### src/rtl/axilite_rb_master_p.sv
// Command ring -> single-outstanding AXI4-Lite master engine -> response ring.
// Define AXILITE_RB_ERR_CNT_EN to add err_count, a saturating count of responses with status[1] set.
module axilite_rb_master_p #(
    parameter int ADDR_W     = 32,
    parameter int DATA_W     = 64,
    parameter int CMD_DEPTH  = 16,
    parameter int RESP_DEPTH = 16,
    localparam int STRB_W    = DATA_W / 8,
    localparam int CLW       = $clog2(CMD_DEPTH) + 1,
    localparam int RLW       = $clog2(RESP_DEPTH) + 1
) (
    input  logic              aclk,
    input  logic              aresetn,

    input  logic              cmd_push_req,
    output logic              cmd_push_ack,
    input  logic              cmd_push_struct_op,
    input  logic [ADDR_W-1:0] cmd_push_struct_address,
    input  logic [DATA_W-1:0] cmd_push_struct_wdata,
    input  logic [STRB_W-1:0] cmd_push_struct_wstrb,
    output logic              buffer_empty,
    output logic              buffer_full,
    output logic [CLW-1:0]    cmd_level,

    input  logic              resp_pop_req,
    output logic              resp_pop_ack,
    output logic              resp_pop_req_pulse,
    output logic              resp_pop_ready,
    output logic [RLW-1:0]    resp_level,
    output logic              resp_pop_struct_op,
    output logic [ADDR_W-1:0] resp_pop_struct_address,
    output logic [DATA_W-1:0] resp_pop_struct_rdata,
    output logic [1:0]        resp_pop_struct_status,
`ifdef AXILITE_RB_ERR_CNT_EN
    output logic [15:0]       err_count,
`endif

    output logic [ADDR_W-1:0] m_axi_awaddr,
    output logic [2:0]        m_axi_awprot,
    output logic              m_axi_awvalid,
    input  logic              m_axi_awready,
    output logic [DATA_W-1:0] m_axi_wdata,
    output logic [STRB_W-1:0] m_axi_wstrb,
    output logic              m_axi_wvalid,
    input  logic              m_axi_wready,
    input  logic [1:0]        m_axi_bresp,
    input  logic              m_axi_bvalid,
    output logic              m_axi_bready,
    output logic [ADDR_W-1:0] m_axi_araddr,
    output logic [2:0]        m_axi_arprot,
    output logic              m_axi_arvalid,
    input  logic              m_axi_arready,
    input  logic [DATA_W-1:0] m_axi_rdata,
    input  logic [1:0]        m_axi_rresp,
    input  logic              m_axi_rvalid,
    output logic              m_axi_rready
);

    localparam int CAW = CLW - 1;
    localparam int RAW = RLW - 1;

    typedef enum logic [2:0] {IDLE, WR, WR_B, RD_AR, RD_R, PUSH} state_t;

    state_t state, state_nxt;

    // ---------------- command ring ----------------
    logic              cmd_op_mem    [CMD_DEPTH];
    logic [ADDR_W-1:0] cmd_addr_mem  [CMD_DEPTH];
    logic [DATA_W-1:0] cmd_wdata_mem [CMD_DEPTH];
    logic [STRB_W-1:0] cmd_wstrb_mem [CMD_DEPTH];

    logic [CLW-1:0] cmd_wr_ptr, cmd_rd_ptr;
    logic           push_armed, push_acc, cmd_pop;

    assign cmd_level    = cmd_wr_ptr - cmd_rd_ptr;
    assign buffer_full  = (cmd_level == CLW'(CMD_DEPTH));
    assign buffer_empty = (cmd_level == '0);
    assign push_acc     = push_armed && cmd_push_req && !buffer_full;
    assign cmd_pop      = (state == PUSH);

    always_ff @(posedge aclk or negedge aresetn) begin
        if (!aresetn) begin
            cmd_wr_ptr   <= '0;
            cmd_rd_ptr   <= '0;
            push_armed   <= 1'b1;
            cmd_push_ack <= 1'b0;
        end else begin
            cmd_push_ack <= push_acc;
            // A new push needs req to be seen low once after the previous accept.
            if (!cmd_push_req)
                push_armed <= 1'b1;
            else if (push_acc)
                push_armed <= 1'b0;
            if (push_acc)
                cmd_wr_ptr <= cmd_wr_ptr + CLW'(1);
            if (cmd_pop)
                cmd_rd_ptr <= cmd_rd_ptr + CLW'(1);
        end
    end

    always_ff @(posedge aclk) begin
        if (push_acc) begin
            cmd_op_mem[cmd_wr_ptr[CAW-1:0]]    <= cmd_push_struct_op;
            cmd_addr_mem[cmd_wr_ptr[CAW-1:0]]  <= cmd_push_struct_address;
            cmd_wdata_mem[cmd_wr_ptr[CAW-1:0]] <= cmd_push_struct_wdata;
            cmd_wstrb_mem[cmd_wr_ptr[CAW-1:0]] <= cmd_push_struct_wstrb;
        end
    end

    // ---------------- response ring status ----------------
    logic [RLW-1:0] resp_wr_ptr, resp_rd_ptr;
    logic           resp_full, pop_armed, pop_acc, resp_push;

    assign resp_level     = resp_wr_ptr - resp_rd_ptr;
    assign resp_full      = (resp_level == RLW'(RESP_DEPTH));
    assign resp_pop_ready = (resp_level != '0);
    assign pop_acc        = pop_armed && resp_pop_req && resp_pop_ready;
    assign resp_push      = (state == PUSH);

    // ---------------- engine ----------------
    logic              start;
    logic              ax_op;
    logic [ADDR_W-1:0] ax_addr;
    logic [DATA_W-1:0] ax_wdata;
    logic [STRB_W-1:0] ax_wstrb;
    logic              aw_done, w_done;
    logic [DATA_W-1:0] cap_rdata;
    logic [1:0]        cap_status;

    assign start = !buffer_empty && !resp_full;

    always_ff @(posedge aclk or negedge aresetn) begin
        if (!aresetn)
            state <= IDLE;
        else
            state <= state_nxt;
    end

    always_comb begin
        state_nxt = state;
        case (state)
            IDLE:  if (start)
                       state_nxt = cmd_op_mem[cmd_rd_ptr[CAW-1:0]] ? RD_AR : WR;
            WR:    if ((aw_done || m_axi_awready) && (w_done || m_axi_wready))
                       state_nxt = WR_B;
            WR_B:  if (m_axi_bvalid)  state_nxt = PUSH;
            RD_AR: if (m_axi_arready) state_nxt = RD_R;
            RD_R:  if (m_axi_rvalid)  state_nxt = PUSH;
            PUSH:  state_nxt = IDLE;
            default: state_nxt = IDLE;
        endcase
    end

    always_comb begin
        m_axi_awvalid = 1'b0;
        m_axi_wvalid  = 1'b0;
        m_axi_bready  = 1'b0;
        m_axi_arvalid = 1'b0;
        m_axi_rready  = 1'b0;
        case (state)
            WR: begin
                m_axi_awvalid = !aw_done;
                m_axi_wvalid  = !w_done;
            end
            WR_B:    m_axi_bready  = 1'b1;
            RD_AR:   m_axi_arvalid = 1'b1;
            RD_R:    m_axi_rready  = 1'b1;
            default: ;
        endcase
    end

    assign m_axi_awaddr = ax_addr;
    assign m_axi_araddr = ax_addr;
    assign m_axi_wdata  = ax_wdata;
    assign m_axi_wstrb  = ax_wstrb;
    assign m_axi_awprot = 3'b000;
    assign m_axi_arprot = 3'b000;

    // Payload is latched on dispatch so it stays stable while valid is up.
    always_ff @(posedge aclk or negedge aresetn) begin
        if (!aresetn) begin
            ax_op      <= 1'b0;
            ax_addr    <= '0;
            ax_wdata   <= '0;
            ax_wstrb   <= '0;
            aw_done    <= 1'b0;
            w_done     <= 1'b0;
            cap_rdata  <= '0;
            cap_status <= '0;
        end else begin
            if (state == IDLE && start) begin
                ax_op    <= cmd_op_mem[cmd_rd_ptr[CAW-1:0]];
                ax_addr  <= cmd_addr_mem[cmd_rd_ptr[CAW-1:0]];
                ax_wdata <= cmd_wdata_mem[cmd_rd_ptr[CAW-1:0]];
                ax_wstrb <= cmd_wstrb_mem[cmd_rd_ptr[CAW-1:0]];
                aw_done  <= 1'b0;
                w_done   <= 1'b0;
            end
            if (m_axi_awvalid && m_axi_awready)
                aw_done <= 1'b1;
            if (m_axi_wvalid && m_axi_wready)
                w_done <= 1'b1;
            if (state == WR_B && m_axi_bvalid) begin
                cap_rdata  <= '0;
                cap_status <= m_axi_bresp;
            end
            if (state == RD_R && m_axi_rvalid) begin
                cap_rdata  <= m_axi_rdata;
                cap_status <= m_axi_rresp;
            end
        end
    end

    // ---------------- response ring ----------------
    logic              resp_op_mem     [RESP_DEPTH];
    logic [ADDR_W-1:0] resp_addr_mem   [RESP_DEPTH];
    logic [DATA_W-1:0] resp_rdata_mem  [RESP_DEPTH];
    logic [1:0]        resp_status_mem [RESP_DEPTH];

    always_ff @(posedge aclk) begin
        if (resp_push) begin
            resp_op_mem[resp_wr_ptr[RAW-1:0]]     <= ax_op;
            resp_addr_mem[resp_wr_ptr[RAW-1:0]]   <= ax_addr;
            resp_rdata_mem[resp_wr_ptr[RAW-1:0]]  <= cap_rdata;
            resp_status_mem[resp_wr_ptr[RAW-1:0]] <= cap_status;
        end
    end

    always_ff @(posedge aclk or negedge aresetn) begin
        if (!aresetn) begin
            resp_wr_ptr             <= '0;
            resp_rd_ptr             <= '0;
            pop_armed               <= 1'b1;
            resp_pop_req_pulse      <= 1'b0;
            resp_pop_ack            <= 1'b0;
            resp_pop_struct_op      <= 1'b0;
            resp_pop_struct_address <= '0;
            resp_pop_struct_rdata   <= '0;
            resp_pop_struct_status  <= '0;
        end else begin
            resp_pop_req_pulse <= pop_acc;
            resp_pop_ack       <= resp_pop_req_pulse;
            if (!resp_pop_req)
                pop_armed <= 1'b1;
            else if (pop_acc)
                pop_armed <= 1'b0;
            if (pop_acc) begin
                resp_pop_struct_op      <= resp_op_mem[resp_rd_ptr[RAW-1:0]];
                resp_pop_struct_address <= resp_addr_mem[resp_rd_ptr[RAW-1:0]];
                resp_pop_struct_rdata   <= resp_rdata_mem[resp_rd_ptr[RAW-1:0]];
                resp_pop_struct_status  <= resp_status_mem[resp_rd_ptr[RAW-1:0]];
                resp_rd_ptr             <= resp_rd_ptr + RLW'(1);
            end
            if (resp_push)
                resp_wr_ptr <= resp_wr_ptr + RLW'(1);
        end
    end

`ifdef AXILITE_RB_ERR_CNT_EN
    always_ff @(posedge aclk or negedge aresetn) begin
        if (!aresetn)
            err_count <= '0;
        else if (resp_push && cap_status[1] && err_count != '1)
            err_count <= err_count + 16'd1;
    end
`endif

endmodule

### config.mk
export PLATFORM = sky130hd
export DESIGN_NAME = axilite_rb_master_p
export DESIGN_NICKNAME = d
export VERILOG_FILES = /design/src/rtl/axilite_rb_master_p.sv
export SDC_FILE = /design/constraint.sdc
export NUM_CORES = 2
export LEC_CHECK = 0
export ABC_AREA = 1
export ABC_CLOCK_PERIOD_IN_PS = 14500
export CAP_MARGIN = 20
export CORE_ASPECT_RATIO = 0.6
export CORE_MARGIN = 5
export CORE_UTILIZATION = 55
export CTS_BUF_LIST = sky130_fd_sc_hd__clkbuf_2 sky130_fd_sc_hd__clkbuf_4 sky130_fd_sc_hd__clkbuf_8
export DETAILED_ROUTE_END_ITERATION = 7
export GPL_TIMING_DRIVEN = 1
export PLACE_DENSITY = 0.8
export SETUP_SLACK_MARGIN = 0.2
export SYNTH_ARGS = -nofsm -noshare
export SYNTH_HDL_FRONTEND = slang
export SYNTH_SLANG_ARGS = --single-unit
### constraint.sdc
create_clock -name aclk -period 14.5 [get_ports aclk]
set_input_delay 4.35 -clock aclk [delete_from_list [all_inputs] [get_ports aclk]]
set_output_delay 4.35 -clock aclk [all_outputs]
set_load 0.01 [all_outputs]
[After elaboration in Yosys (flattened, before gate mapping)]
Memories as Yosys holds them, arrays and structs flattened. A register that Yosys moved wholly into a read port is not among the register bits.
Index checks and enable logic that the tools add are counted.
Word-level totals
  memories kept: 8
  output and inout bits: 262
  memory bits (writable): 3264
  bits in registers: 97
Memories
  cmd_wdata_mem: words 16, bits a word 64, rd ports 1, clocked after Yosys merged registers in 1, write ports 1, line 69  | logic [DATA_W-1:0] cmd_wdata_mem [CMD_DEPTH];
  resp_rdata_mem: words 16, bits a word 64, rd ports 1, clocked after Yosys merged registers in 1, write ports 1, line 217  | logic [DATA_W-1:0] resp_rdata_mem [RESP_DEPTH];
  cmd_addr_mem: words 16, bits a word 32, rd ports 1, clocked after Yosys merged registers in 1, write ports 1, line 68  | logic [ADDR_W-1:0] cmd_addr_mem [CMD_DEPTH];
  resp_addr_mem: words 16, bits a word 32, rd ports 1, clocked after Yosys merged registers in 1, write ports 1, line 216  | logic [ADDR_W-1:0] resp_addr_mem [RESP_DEPTH];
  cmd_wstrb_mem: words 16, bits a word 8, rd ports 1, clocked after Yosys merged registers in 1, write ports 1, line 70  | logic [STRB_W-1:0] cmd_wstrb_mem [CMD_DEPTH];
  resp_status_mem: words 16, bits a word 2, rd ports 1, clocked after Yosys merged registers in 1, write ports 1, line 218  | logic [1:0] resp_status_mem [RESP_DEPTH];
  +2 memories
Operators by class
  muxes and demuxes: 27
  eq/ne operators: 14
  add/subtract/negate cells: 6
  reductions and logical operators: 32
Operators by type and width (number)
  64-bit two-way mux: 2
  5-bit by 1-bit adder with 5-bit output, second input constant: 4
  1-bit two-way mux: 16
  3-bit two-way mux: 5
  3-bit case mux with 5 select lines: 1
  1-bit zero test: 12
  1-bit logical AND: 11
  5-bit equality test, second input constant: 2
  2-bit inequality test, second input constant: 5
  5-bit subtractor: 2
  3-bit by 2-bit equality test with 1-bit output, second input constant: 2
  3-bit equality test, second input constant: 2
  2-bit two-way mux: 3
  2-bit nonzero test: 3
  5-bit zero test: 1
  5-bit AND reduction: 1
  5-bit nonzero test: 1
  2-bit by 1-bit inequality test with 1-bit output, second input constant: 2
  3-bit by 1-bit equality test with 1-bit output, second input constant: 1
  3-bit zero test: 1
  1-bit logical OR: 2

[Logic depth before layout (Yosys ltp)]
  depth after elaboration: 7
  mapped depth: 17

[Worst setup path before layout]
No wires, ideal clock.
  path type: input to register
  from: input port cmd_push_req
  to: memory cmd_addr_mem[10][0], enable pin
  path slack: 2072 ps
  arrival: 11730 ps
  cell stages on the path: 3
  data required time: 13802 ps
  path through: nand3_1 clkbuf_1 nor3_1
On the way
  cells in the longest elaborated chain, start to end: 4
Ends and longest elaborated chain
  from (decl): line 15  | input logic cmd_push_req,
  1-bit logical AND (2 in series): line 78  | assign push_acc = push_armed && cmd_push_req && !buffer_full;
  1-bit two-way mux: line 102  | if (push_acc) begin
  1-bit two-way mux (not written as such): line 104  | cmd_addr_mem[cmd_wr_ptr[CAW-1:0]] <= cmd_push_struct_address;
  to (decl): line 68
Every way passes these cells.

[Worst setup path after layout]
  from: register cmd_rd_ptr[1]
  to: output port buffer_full
On the way
  cells in the longest elaborated chain, start to end: 2
Ends and longest elaborated chain
  from (decl): line 72  | logic [CLW-1:0] cmd_wr_ptr, cmd_rd_ptr;
  from (signal assigned): line 97  | cmd_rd_ptr <= cmd_rd_ptr + CLW'(1);
  5-bit subtractor: line 75  | assign cmd_level = cmd_wr_ptr - cmd_rd_ptr;
  5-bit equality test: line 76  | assign buffer_full = (cmd_level == CLW'(CMD_DEPTH));
  to (decl): line 22  | output logic buffer_full,
Every way passes these cells.

==> results.md <==
* Worst R2R Path Depth at 12
* Post-Synthesis Cells at about 11,000
* Metal2 WL at around 170,000 um
* Asr flop ratio synth at roughly 8.4%
* CTS Buffer Depth at 4
* Syn avg cell area at around 13 um^2
* Clock sinks at between 3,000 and 4,000
* DRC viols at 3
* Vias in the first global route at 88,900
* WL met1 at 147,000 um
* Warnings, synthesis at 0
* Post-DP HPWL at 201,000 um
* VDD IR max at roughly 230 uV
* DIE WIDTH at 660 um
* Slew Limit Fails at 52
* Multi-input logic area at 29,900 um^2
* Syn Std Cell Area at 140,000 um^2
* Initial DRC count at ~14,000
* Initial Util at 55.2%
* Tot GR Track Use at about 28%
* FP Rows at 143
* Die area at about 260,000 um^2
* TritonCTS buffer count at 480
* Pre-antenna DRT Iters at 8
* Layout cells sized above 1 at a little under a tenth
* Largest net degree at the start of global routing at around 260
* HP Class: register to register
* Metal3 WL at between 40,000 and 50,000 um
* Vias per inst at approximately 6.1
* I/O Buffers at approximately 440
* Global-route wire length before repair at roughly 560,000 um
* Buf+Inv Stages, Crit Path at 3
* Area grow syn2layout at 11.8%
* Post-synth EDFFs at 3,264
* Max Cap Viol at 0
* Critical path class: register to primary output
* Top Layer Used: met5
* Crit Path Max Fanout at between 80 and 90
* CP max-delay cell: dfrtp_4
* FILL cells at around 18,000
* Clock Latency Late Sink at around 1000 ps
* Via count at between 90,000 and 100k
* Outcome: finished with violations
* CTS tree: done
* Postcts setup bufs at 0
* Place WS at 6340 ps
* Core ar. at approximately 250,000 um^2
* CP Cell Sequence: inv_6 > fa_1 > or2_0 > nor2_1 > nand3_1 > inv_1 > clkdlybuf4s50_1
* Critical path depth at 7
* Initial antenna violation count at 36
* Hold buffer count at cts at 0
* Slew headroom at -3.25%
* Worst hold margin at 421 ps
* Unique cell type count in the Yosys netlist at 35
* PwrDens at between 200 and 250 nW/um^2
* Final WS setup at slightly below 6000 ps
* Post_cts resized at 0
* Final number of setup-violating endpoints at 0
* Critical path arrival at about 4300 ps
* Worst endpoint required time at 10,150 ps
* Post-Route WL at 376,000 um
* Die Y at between 400 and 500 um
* H-tree depth at 5
* Synth Register Bits at 3,564
* Fmax at 116 MHz
* Final GP Congestion at roughly 0.85
* Fin crit period at between 8000 and 9000 ps
* Worst slew pin tran at 1550 ps
* CP startpoint kind: register
* Clk_skew at around 120 ps
* Final period util at roughly three fifths
* Biggest cell delay along the critical path at roughly 1000 ps
* Post-synth top flop: edfxtp_1
* Nets at around 11,000
* Reg area at approximately 110,000 um^2
* Antenna viol nets, final at 0
* RSZ-0062 raised after global routing: no
* Clk slew on worst S/H paths at roughly 70 ps
* Crit. End Element: primary output
* # IOs at between 400 and 500
* Hold Fails Final Rpt at 0
* Critical path's top delay family: buffers and inverters
* Register area share after synthesis at roughly three quarters
* Drt wl/cell at approximately 25 um
* CTS Root Cell: clkbuf_8
* Violated checks: design-rule violations, max-slew violations
* Hold path cells at 0
* Grt total ovfl at 0
* Total Neg Setup Slack at 0 ps
* Leakage at around 53 nW
==> report_power, final <==
part	internal, mW	total [mW]	switching [mW]
Combinational	3.09	10.1	7.00
Sequential	12.7	13.8	1.14
Clock	3.96	7.66	3.69
==> synth_stat cells, types with 3 or more instances <==
library cell	count	share of area, %
edfxtp_1	3264	70
nor2_1	2062	5.5
o21ai_0	1363	4.9
nand2_1	1302	3.5
clkbuf_1	455	1.2
o211ai_1	406	2.2
o22ai_1	406	1.8
nand3_1	340	1.2
o21ai_1	326	1.2
dfrtp_1	298	5.3
buf_2	143	0.51
inv_1	140	0.38
buf_4	89	0.48
buf_1	69	0.19
inv_2	66	0.18
a32o_1	64	0.46
nor3_1	21	0.075
ha_1	18	0.16
buf_6	17	0.14
xor2_1	16	0.10
a21oi_1	7	0.025
nand4_1	4	0.018
clkinv_1	3	0.0081
==> stage by stage <==
| stage | std cells | instance area [um^2] | utilization, % | total power, mW |
|---|---|---|---|---|
| 2_1_floorplan | 10900 | 140000 | - | 19.9 |
| 3_3_place_gp | 14100 | 146000 | 57.8 | 23.5 |
| 3_5_place_dp | 14100 | 146000 | 57.8 | 23.9 |
| 4_1_cts | 15000 | 156000 | 61.6 | 31.5 |
| 5_1_grt | 15000 | 156000 | 61.7 | 33.1 |
| 6_report | 15000 | 156000 | 61.7 | 31.5 |
==> worst reg2reg max path, stage by stage, from the launching register on <==
cell and delay, ps:
dfrtp_4 710, inv_2 130, buf_4 800, ha_1 460
or2_1 260, nand3_1 90, nand2_1 110, nand3_1 490
nand2_1 650, inv_6 800, buf_4 700, nand3_1 470
nand2_1 150
==> cell usage in the layout (no fill, tap or decap), types with 4 or more instances in the layout <==
| cell | instances |
|---|---|
| clkbuf_8 | 501 |
| clkinvlp_4 | 6 |
| nand3_1 | 340 |
| a32o_1 | 64 |
| clkinv_2 | 52 |
| dfrtp_4 | 6 |
| clkbuf_4 | 192 |
| edfxtp_1 | 3264 |
| buf_4 | 138 |
| xor2_1 | 16 |
| a21oi_1 | 7 |
| nor2_1 | 2046 |
| nand4_1 | 4 |
| ha_1 | 18 |
| nor2_4 | 17 |
| inv_6 | 13 |
| nor3_2 | 19 |
| dfrtp_1 | 292 |
| o21ai_0 | 1363 |
| conb_1 | 6 |
| inv_4 | 5 |
| inv_2 | 57 |
| inv_1 | 139 |
| diode_2 | 30 |
| clkinv_1 | 113 |
| clkdlybuf4s50_1 | 435 |
| buf_12 | 9 |
| bufinv_16 | 15 |
| o22ai_1 | 406 |
| o211ai_1 | 406 |
| o21ai_1 | 326 |
| nand2_1 | 1302 |
==> worst paths after layout <==
kind / from / to / slack (ps)
worst min-delay path: resp_pop_req_pulse / resp_pop_ack / 420
max in group asynchronous: aresetn / m_axi_wdata[42] / 9140
min in group asynchronous: aresetn / resp_pop_struct_rdata[47] / 3360
worst max register to register: resp_rd_ptr[2] / m_axi_araddr[9] / 8600
worst min register to register: resp_pop_req_pulse / resp_pop_ack / 420
worst max-delay path: cmd_rd_ptr[1] / buffer_full / 5860
==> routing by layer <==
metal	up-vias	global-route usage, %
li1	40100	-
met4	10	11.4
met3	796	5.68
met5	-	0
met2	6162	41.3
met1	45300	40.4
==> state kept, by name, summed over array words and instances, names as in the netlist, 16 cells and up <==
| name | count |
|---|---|
| resp_status_mem | 32 |
| resp_rdata_mem | 1024 |
| resp_pop_struct_rdata | 64 |
| cmd_wstrb_mem | 128 |
| m_axi_araddr | 32 |
| resp_addr_mem | 512 |
| resp_pop_struct_address | 32 |
| cmd_wdata_mem | 1024 |
| resp_op_mem | 16 |
| cap_rdata | 64 |
| cmd_addr_mem | 512 |
| m_axi_wdata | 64 |
| cmd_op_mem | 16 |
==> final cells by class <==
cell class,instances,area share (%)
antenna,30,0.0481
clock buffer,693,5.35
clock inverter,196,0.829
inverter,209,0.534
multi-input combinational,6355,19.2
sequential,3564,67.7
tap,3407,2.73
timing repair buffer,587,3.63
==> cell families after synthesis <==
| family | share of synthesized area, % |
|---|---|
| AOI/OAI and AO/OA | 10.6 |
| xor gates and xnor gates | 0.113 |
| adders and majority gates | 0.190 |
| buffers and inverters | 3.10 |
| DFF | 75.6 |
| other | 0.00269 |
| and+or+nand+nor | 10.4 |
Note: power is estimated with default switching activity, not from simulation.
